--- config.mk ---
export PLATFORM = sky130hd
export DESIGN_NAME = bp_resolve_queue_flat
export DESIGN_NICKNAME = d
export VERILOG_FILES = /design/src/rtl/bp_resolve_queue_if.sv /design/src/rtl/bp_resolve_queue.sv /design/src/flat_wrapper.sv
export SDC_FILE = /design/constraint.sdc
export NUM_CORES = 1
export LEC_CHECK = 0
export ABC_AREA = 1
export BUFFER_PORTS_ARGS = -buffer_cell sky130_fd_sc_hd__buf_2
export CORE_ASPECT_RATIO = 1.1
export CORE_MARGIN = 2
export CORE_UTILIZATION = 62
export CTS_CLUSTER_SIZE = 30
export DETAILED_ROUTE_END_ITERATION = 10
export GPL_ROUTABILITY_DRIVEN = 0
export PLACE_DENSITY = 0.82
export SYNTH_ARGS = -nofsm -noshare
export SYNTH_HDL_FRONTEND = slang
export SYNTH_SLANG_ARGS = --single-unit
--- constraint.sdc ---
create_clock -name clk -period 10.1 [get_ports clk]
set_input_delay 1.01 -clock clk [delete_from_list [all_inputs] [get_ports clk]]
set_output_delay 1.01 -clock clk [all_outputs]
set_load 0.1 [all_outputs]
--- src/rtl/bp_resolve_queue_if.sv ---
// Bundles the fetch-side push port, the M-stage resolve port and the
// predictor-update/flush/status outputs of bp_resolve_queue.
interface bp_resolve_queue_if #(
  parameter int QDEPTH_LOG2 = 2,
  parameter int BHT_DEPTH   = 3,
  parameter int PC_W        = 32,
  parameter int CNT_W       = 32
);
  logic                   push_validF;
  logic [BHT_DEPTH-1:0]   push_hashF;
  logic [BHT_DEPTH-1:0]   push_hash2F;
  logic                   push_predF;
  logic [PC_W-1:0]        push_targetF;
  logic [PC_W-1:0]        push_fallF;
  logic                   resolve_validM;
  logic                   resolve_takenM;
  logic [PC_W-1:0]        resolve_targetM;
  logic                   full;
  logic                   empty;
  logic [QDEPTH_LOG2:0]   occupancy;
  logic                   upd_valid;
  logic [BHT_DEPTH-1:0]   upd_hash;
  logic [BHT_DEPTH-1:0]   upd_hash2;
  logic                   upd_taken;
  logic                   flush;
  logic [PC_W-1:0]        redirect_pc;
  logic                   overflow_err;
  logic                   underflow_err;
  logic [CNT_W-1:0]       n_branch;
  logic [CNT_W-1:0]       n_mispred;

  modport slave (
    input  push_validF, push_hashF, push_hash2F, push_predF, push_targetF, push_fallF,
    input  resolve_validM, resolve_takenM, resolve_targetM,
    output full, empty, occupancy, upd_valid, upd_hash, upd_hash2, upd_taken,
    output flush, redirect_pc, overflow_err, underflow_err, n_branch, n_mispred
  );

  modport master (
    output push_validF, push_hashF, push_hash2F, push_predF, push_targetF, push_fallF,
    output resolve_validM, resolve_takenM, resolve_targetM,
    input  full, empty, occupancy, upd_valid, upd_hash, upd_hash2, upd_taken,
    input  flush, redirect_pc, overflow_err, underflow_err, n_branch, n_mispred
  );
endinterface

--- src/rtl/bp_resolve_queue.sv ---
// In-order queue of fetch-stage branch predictions; checks the oldest one against
// the M-stage outcome, drives the predictor update port and flushes on mispredict.
module bp_resolve_queue #(
  parameter int QDEPTH_LOG2 = 2,
  parameter int BHT_DEPTH   = 3,
  parameter int PC_W        = 32,
  parameter int CNT_W       = 32
) (
  input logic clk,
  input logic rst,
  bp_resolve_queue_if.slave bus
);
  localparam int DEPTH = 1 << QDEPTH_LOG2;
  localparam int PTR_W = QDEPTH_LOG2 + 1;

  function automatic logic [CNT_W-1:0] sat_inc(input logic [CNT_W-1:0] c);
    return (&c) ? c : c + {{(CNT_W-1){1'b0}}, 1'b1};
  endfunction

  logic [BHT_DEPTH-1:0] hash_mem   [DEPTH];
  logic [BHT_DEPTH-1:0] hash2_mem  [DEPTH];
  logic                 pred_mem   [DEPTH];
  logic [PC_W-1:0]      target_mem [DEPTH];
  logic [PC_W-1:0]      fall_mem   [DEPTH];

  logic [PTR_W-1:0]       wr_ptr, rd_ptr;
  logic [QDEPTH_LOG2-1:0] wr_idx, rd_idx;
  logic                   is_empty, is_full;

  logic [BHT_DEPTH-1:0] head_hash, head_hash2;
  logic                 head_pred;
  logic [PC_W-1:0]      head_target, head_fall;

  logic            res_acc, mispred, pop, push_acc, push_ovf, res_unf;
  logic [PC_W-1:0] redirect_next;

  logic                 upd_valid_p1, upd_taken_p1, flush_p1;
  logic [BHT_DEPTH-1:0] upd_hash_p1, upd_hash2_p1;
  logic [PC_W-1:0]      redirect_p1;
  logic                 overflow_q, underflow_q;
  logic [CNT_W-1:0]     n_branch_q, n_mispred_q;

  always_comb begin
    wr_idx   = wr_ptr[QDEPTH_LOG2-1:0];
    rd_idx   = rd_ptr[QDEPTH_LOG2-1:0];
    is_empty = (wr_ptr == rd_ptr);
    is_full  = (wr_idx == rd_idx) && (wr_ptr[QDEPTH_LOG2] != rd_ptr[QDEPTH_LOG2]);

    head_hash   = hash_mem[rd_idx];
    head_hash2  = hash2_mem[rd_idx];
    head_pred   = pred_mem[rd_idx];
    head_target = target_mem[rd_idx];
    head_fall   = fall_mem[rd_idx];

    res_acc  = bus.resolve_validM && !is_empty;
    res_unf  = bus.resolve_validM && is_empty;
    mispred  = res_acc && ((head_pred != bus.resolve_takenM) ||
                           (bus.resolve_takenM && (head_target != bus.resolve_targetM)));
    pop      = res_acc && !mispred;
    // A push alongside a mispredict is wrong-path and silently dropped.
    push_acc = bus.push_validF && !mispred && (!is_full || pop);
    push_ovf = bus.push_validF && is_full && !res_acc;

    redirect_next = bus.resolve_takenM ? bus.resolve_targetM : head_fall;
  end

  // Entry storage: data only, no reset
  always_ff @(posedge clk) begin
    if (push_acc) begin
      hash_mem[wr_idx]   <= bus.push_hashF;
      hash2_mem[wr_idx]  <= bus.push_hash2F;
      pred_mem[wr_idx]   <= bus.push_predF;
      target_mem[wr_idx] <= bus.push_targetF;
      fall_mem[wr_idx]   <= bus.push_fallF;
    end
  end

  always_ff @(posedge clk) begin
    if (rst) begin
      wr_ptr <= '0;
      rd_ptr <= '0;
    end else if (mispred) begin
      rd_ptr <= wr_ptr;
    end else begin
      if (pop)      rd_ptr <= rd_ptr + 1'b1;
      if (push_acc) wr_ptr <= wr_ptr + 1'b1;
    end
  end

  // Stage p1: registered update/flush outputs, one cycle after resolve
  always_ff @(posedge clk) begin
    if (rst) begin
      upd_valid_p1 <= 1'b0;
      upd_taken_p1 <= 1'b0;
      upd_hash_p1  <= '0;
      upd_hash2_p1 <= '0;
      flush_p1     <= 1'b0;
      redirect_p1  <= '0;
      overflow_q   <= 1'b0;
      underflow_q  <= 1'b0;
      n_branch_q   <= '0;
      n_mispred_q  <= '0;
    end else begin
      upd_valid_p1 <= res_acc;
      flush_p1     <= mispred;
      if (res_acc) begin
        upd_hash_p1  <= head_hash;
        upd_hash2_p1 <= head_hash2;
        upd_taken_p1 <= bus.resolve_takenM;
        n_branch_q   <= sat_inc(n_branch_q);
      end
      if (mispred) begin
        redirect_p1 <= redirect_next;
        n_mispred_q <= sat_inc(n_mispred_q);
      end
      if (push_ovf) overflow_q  <= 1'b1;
      if (res_unf)  underflow_q <= 1'b1;
    end
  end

  assign bus.full          = is_full;
  assign bus.empty         = is_empty;
  assign bus.occupancy     = wr_ptr - rd_ptr;
  assign bus.upd_valid     = upd_valid_p1;
  assign bus.upd_hash      = upd_hash_p1;
  assign bus.upd_hash2     = upd_hash2_p1;
  assign bus.upd_taken     = upd_taken_p1;
  assign bus.flush         = flush_p1;
  assign bus.redirect_pc   = redirect_p1;
  assign bus.overflow_err  = overflow_q;
  assign bus.underflow_err = underflow_q;
  assign bus.n_branch      = n_branch_q;
  assign bus.n_mispred     = n_mispred_q;
endmodule
--- src/flat_wrapper.sv ---
// flat-port wrapper written by rule: the top's interface ports become plain ports
module bp_resolve_queue_flat 
#(
  parameter int QDEPTH_LOG2 = 2,
  parameter int BHT_DEPTH   = 3,
  parameter int PC_W        = 32,
  parameter int CNT_W       = 32
)
  (clk, rst, bus_push_validF, bus_push_hashF, bus_push_hash2F, bus_push_predF, bus_push_targetF, bus_push_fallF, bus_resolve_validM, bus_resolve_takenM, bus_resolve_targetM, bus_full, bus_empty, bus_occupancy, bus_upd_valid, bus_upd_hash, bus_upd_hash2, bus_upd_taken, bus_flush, bus_redirect_pc, bus_overflow_err, bus_underflow_err, bus_n_branch, bus_n_mispred);
  bp_resolve_queue_if #(.QDEPTH_LOG2(QDEPTH_LOG2), .BHT_DEPTH(BHT_DEPTH), .PC_W(PC_W), .CNT_W(CNT_W)) bus_i ();
  input logic clk;
  input logic rst;
  input wire logic [$bits(bus_i.push_validF)-1:0] bus_push_validF;
  input wire logic [$bits(bus_i.push_hashF)-1:0] bus_push_hashF;
  input wire logic [$bits(bus_i.push_hash2F)-1:0] bus_push_hash2F;
  input wire logic [$bits(bus_i.push_predF)-1:0] bus_push_predF;
  input wire logic [$bits(bus_i.push_targetF)-1:0] bus_push_targetF;
  input wire logic [$bits(bus_i.push_fallF)-1:0] bus_push_fallF;
  input wire logic [$bits(bus_i.resolve_validM)-1:0] bus_resolve_validM;
  input wire logic [$bits(bus_i.resolve_takenM)-1:0] bus_resolve_takenM;
  input wire logic [$bits(bus_i.resolve_targetM)-1:0] bus_resolve_targetM;
  output wire logic [$bits(bus_i.full)-1:0] bus_full;
  output wire logic [$bits(bus_i.empty)-1:0] bus_empty;
  output wire logic [$bits(bus_i.occupancy)-1:0] bus_occupancy;
  output wire logic [$bits(bus_i.upd_valid)-1:0] bus_upd_valid;
  output wire logic [$bits(bus_i.upd_hash)-1:0] bus_upd_hash;
  output wire logic [$bits(bus_i.upd_hash2)-1:0] bus_upd_hash2;
  output wire logic [$bits(bus_i.upd_taken)-1:0] bus_upd_taken;
  output wire logic [$bits(bus_i.flush)-1:0] bus_flush;
  output wire logic [$bits(bus_i.redirect_pc)-1:0] bus_redirect_pc;
  output wire logic [$bits(bus_i.overflow_err)-1:0] bus_overflow_err;
  output wire logic [$bits(bus_i.underflow_err)-1:0] bus_underflow_err;
  output wire logic [$bits(bus_i.n_branch)-1:0] bus_n_branch;
  output wire logic [$bits(bus_i.n_mispred)-1:0] bus_n_mispred;
  assign bus_i.push_validF = bus_push_validF;
  assign bus_i.push_hashF = bus_push_hashF;
  assign bus_i.push_hash2F = bus_push_hash2F;
  assign bus_i.push_predF = bus_push_predF;
  assign bus_i.push_targetF = bus_push_targetF;
  assign bus_i.push_fallF = bus_push_fallF;
  assign bus_i.resolve_validM = bus_resolve_validM;
  assign bus_i.resolve_takenM = bus_resolve_takenM;
  assign bus_i.resolve_targetM = bus_resolve_targetM;
  assign bus_full = bus_i.full;
  assign bus_empty = bus_i.empty;
  assign bus_occupancy = bus_i.occupancy;
  assign bus_upd_valid = bus_i.upd_valid;
  assign bus_upd_hash = bus_i.upd_hash;
  assign bus_upd_hash2 = bus_i.upd_hash2;
  assign bus_upd_taken = bus_i.upd_taken;
  assign bus_flush = bus_i.flush;
  assign bus_redirect_pc = bus_i.redirect_pc;
  assign bus_overflow_err = bus_i.overflow_err;
  assign bus_underflow_err = bus_i.underflow_err;
  assign bus_n_branch = bus_i.n_branch;
  assign bus_n_mispred = bus_i.n_mispred;
  bp_resolve_queue #(.QDEPTH_LOG2(QDEPTH_LOG2), .BHT_DEPTH(BHT_DEPTH), .PC_W(PC_W), .CNT_W(CNT_W)) u_core (.clk(clk), .rst(rst), .bus(bus_i));
endmodule
==> qor.csv <==
stage,metric,value,unit
status,run status,"complete, no violations",
global_route,first-pass GRT wire length,66000,um
clocking,clock root buffer,clkbuf_16,
setup_path,worst path bufs/invs,4,
global_route,Most Crowded Layer GR,met2,
finish,Nets,2022,
timing,Slew @ Worst Pin,1.15,ns
place,pre-CTS WS,4.27,ns
setup_path,Worst Setup End Kind,register,
timing,Setup Skew,0.0199,ns
drt,vias after detailed routing,13400,
timing,Slew headroom,23.5,%
pwr,power per cell area,287,nW/um^2
setup_path,"Max stage delay cell, worst path",nand2_2,
setup_path,CP Class,register to register,
drt,DR iter-0 viols,1620,
floorplanning,die width,163,um
synth,Synth Instances,1718,
setup_path,"Cell Chain, Critical Path",inv_4 -> buf_4 -> nand2_1 -> nand3_1 -> nand2_1 -> nand2_1 -> nand2_1 -> inv_1 -> nand2_1 -> nor2_1 -> nand2_1 -> nor2_1 -> nand3_1 -> nand2_2 -> nand2_1 -> nor2_4 -> buf_4,
timing,PnR worst setup slack,4.15,ns
floorplanning,Core Rows,63,
finish,Layout area overhead,14.1,%
setup_path,Most common cell on crit path,nand2_1,
setup_path,CP Launch Type,register,
drt,WL per Instance,18.5,um
setup_path,top cell family by delay on the critical path,simple AND/OR/NAND/NOR gates,
synth,syn nets,1836,
clocking,"CTS clk-pin slew, worst paths",0.06,ns
setup_path,crit-path max FO,71,
synth,ranking of synthesized cells by area,"edfxtp_1 (50%), dfxtp_1 (13%), nand2_1 (11%)",
timing,count of final setup violators,0,
finish,multi-input logic area,5610,um^2
clocking,CTS resizes,0,
floorplanning,core area,27100,um^2
timing,final cycle utilization of the critical path,58.9,%
pwr,Lkg Pwr,7.51,nW
clocking,H-tree levels,2,
clocking,CTS tree,built,
synth,Post-Syn Area,17200,um^2
global_route,vias in the first global route,12600,
global_route,M1 GR Usage,38.3,%
synth,Yosys top cell by area,edfxtp_1,
clocking,clk sinks,399,
drt,antenna-violating nets left,0,
clocking,CTS Hold Bufs,0,
synth,number of flops mapped to enable cells by yosys,284,
finish,Fillers,1931,
timing,"Hold Vio Cnt, Final",0,
pwr,Max VDD drop,0.300,mV
timing,RSZ-0062 raised after global routing,false,
place,port bufs,219,
synth,Avg Inst Size Synth,10.0,um^2
floorplanning,die area,29100,um^2
clocking,CTS buffer count,40,
place,post-detail-place hpwl,27700,um
setup_path,Worst Path Required,10.25,ns
floorplanning,I/O Pins,220,
synth,Synth cell types,38,
drt,vias per cell,5.86,
global_route,gr usage total,29.1,%
timing,Final min period,5.95,ns
synth,"count leader, synth",nand2_1,
floorplanning,chip height,179,um
floorplanning,Starting Density,63.4,%
global_route,M2 GR Usage,49.9,%
drt,DRT Pass-1 Iters,6,
synth,post-synthesis sequential area ratio,63.0,%
synth,Ys Warns,0,
finish,FF+latch area,10800,um^2
global_route,global route overflow,0,
synth,post-synthesis async set-or-reset flop share,0,%
synth,Post-synth top cells,"nand2_1 (511), edfxtp_1 (284), nand3_1 (136)",
synth,register bit total from synthesis,399,
drt,final wirelength,42400,um
clocking,Max clock buf depth,3,
timing,f_max,168,MHz
flow_run,max-cap viol count,0,
finish,share of cells above drive strength 1,16.5,%
timing,Fin Setup TNS,0,ns
clocking,Worst-Skew Late Latency,0.54,ns
global_route,initial antenna violation count,2,
setup_path,crit path DAT,6.09,ns
synth,top-area cell type share of the netlist area,49.6,%
pwr,Design Power,5.63,mW
min_path,worst min path class,register to register,
timing,Final Max Slew Viols,0,
setup_path,Max stage delay on crit path,0.87,ns
drt,DRC,0,
clocking,postcts setup bufs,0,
setup_path,r2r setup slk,4.15,ns
synth,ys flop type,edfxtp_1,
global_route,met3 usage,4.05,%
global_route,largest net degree at the start of global routing,95,
==> per-stage QoR <==
stage / std cells / instance area (um^2) / util [%] / hold WS, ns
floorplan: 1718 / 17200 / - / 0.466
CTS: 2291 / 19600 / 72.3 / 0.452
detailed placement: 2219 / 18400 / 67.8 / 0.443
global placement: 2219 / 18400 / 67.8 / 0.433
finish: 2292 / 19600 / 72.3 / 0.450
global route: 2291 / 19600 / 72.3 / 0.477
==> registers in the layout, summed over array words and instances (netlist names), named ones only <==
register and count:
u_core.hash2_mem 12, u_core.bus.n_mispred 32, u_core.bus.upd_taken 1, u_core.target_mem 128, u_core.bus.overflow_err 1, u_core.rd_ptr 3
u_core.wr_ptr 3, u_core.fall_mem 128, u_core.bus.upd_valid 1, u_core.bus.n_branch 32, u_core.bus.redirect_pc 32, u_core.bus.flush 1
u_core.hash_mem 12, u_core.bus.underflow_err 1, u_core.bus.upd_hash2 3, u_core.pred_mem 4, u_core.bus.upd_hash 3
==> worst paths after layout <==
| check | to | cells past startpoint | from |
|---|---|---|---|
| max | u_core.fall_mem[1][22] | 17 | register |
| min | u_core.bus.overflow_err | 2 | u_core.bus.overflow_err |
| max reg2reg | u_core.fall_mem[1][22] | 17 | register |
| min reg2reg | u_core.bus.overflow_err | 2 | u_core.bus.overflow_err |
==> cell families after synthesis <==
group / after synthesis / share of synthesized area, %
simple gates: 852 / 20.8
flops: 399 / 63.0
compound gates: 249 / 8.70
buf+inv: 165 / 4.56
xor+xnor: 43 / 2.19
fa+ha+maj: 10 / 0.771
==> area by class of cell <==
class,count,share of cell area (%)
sequential,399,55.2
antenna,1,0.0128
clock buffer,51,5.42
clock inverter,21,0.893
tap,357,2.28
inverter,78,1.51
multi-input combinational,1154,28.6
timing repair buffer,231,6.05
==> power breakdown <==
| part | internal (mW) | switching, mW | leakage (nW) |
|---|---|---|---|
| registers | 2.04 | 0.131 | 3.53 |
| logic | 0.460 | 1.60 | 3.38 |
| clock network | 0.801 | 0.603 | 0.606 |
==> cells in the final DEF, fill, tap and decap left out, types with 9 or more instances in the layout <==
cell / count
nand2_1: 511
edfxtp_1: 284
buf_2: 219
nand3_1: 136
nor2_1: 118
dfxtp_1: 114
a21oi_1: 111
inv_1: 75
o21ai_0: 71
clkbuf_16: 40
xor2_1: 32
nor3_1: 25
a32o_1: 24
nand4_1: 16
nor4_1: 14
buf_4: 12
xnor2_1: 11
nand2_2: 11
nand3b_1: 10
a21oi_2: 10
clkinv_1: 10
a31oi_1: 9
ha_1: 9
==> tightest hold or removal path, cell delays in order (launching register included) <==
cell,delay (ns)
dfxtp_1,0.31
inv_1,0.05
a21oi_1,0.05
==> metal layers <==
| layer | vias to the layer above | share of wire, % |
|---|---|---|
| met5 | - | 0.031 |
| met4 | 2 | 3.3 |
| met3 | 104 | 8.2 |
| met2 | 706 | 49 |
| met1 | 6304 | 39 |
| li1 | 6306 | - |
Power figures use the tool's default switching activity.
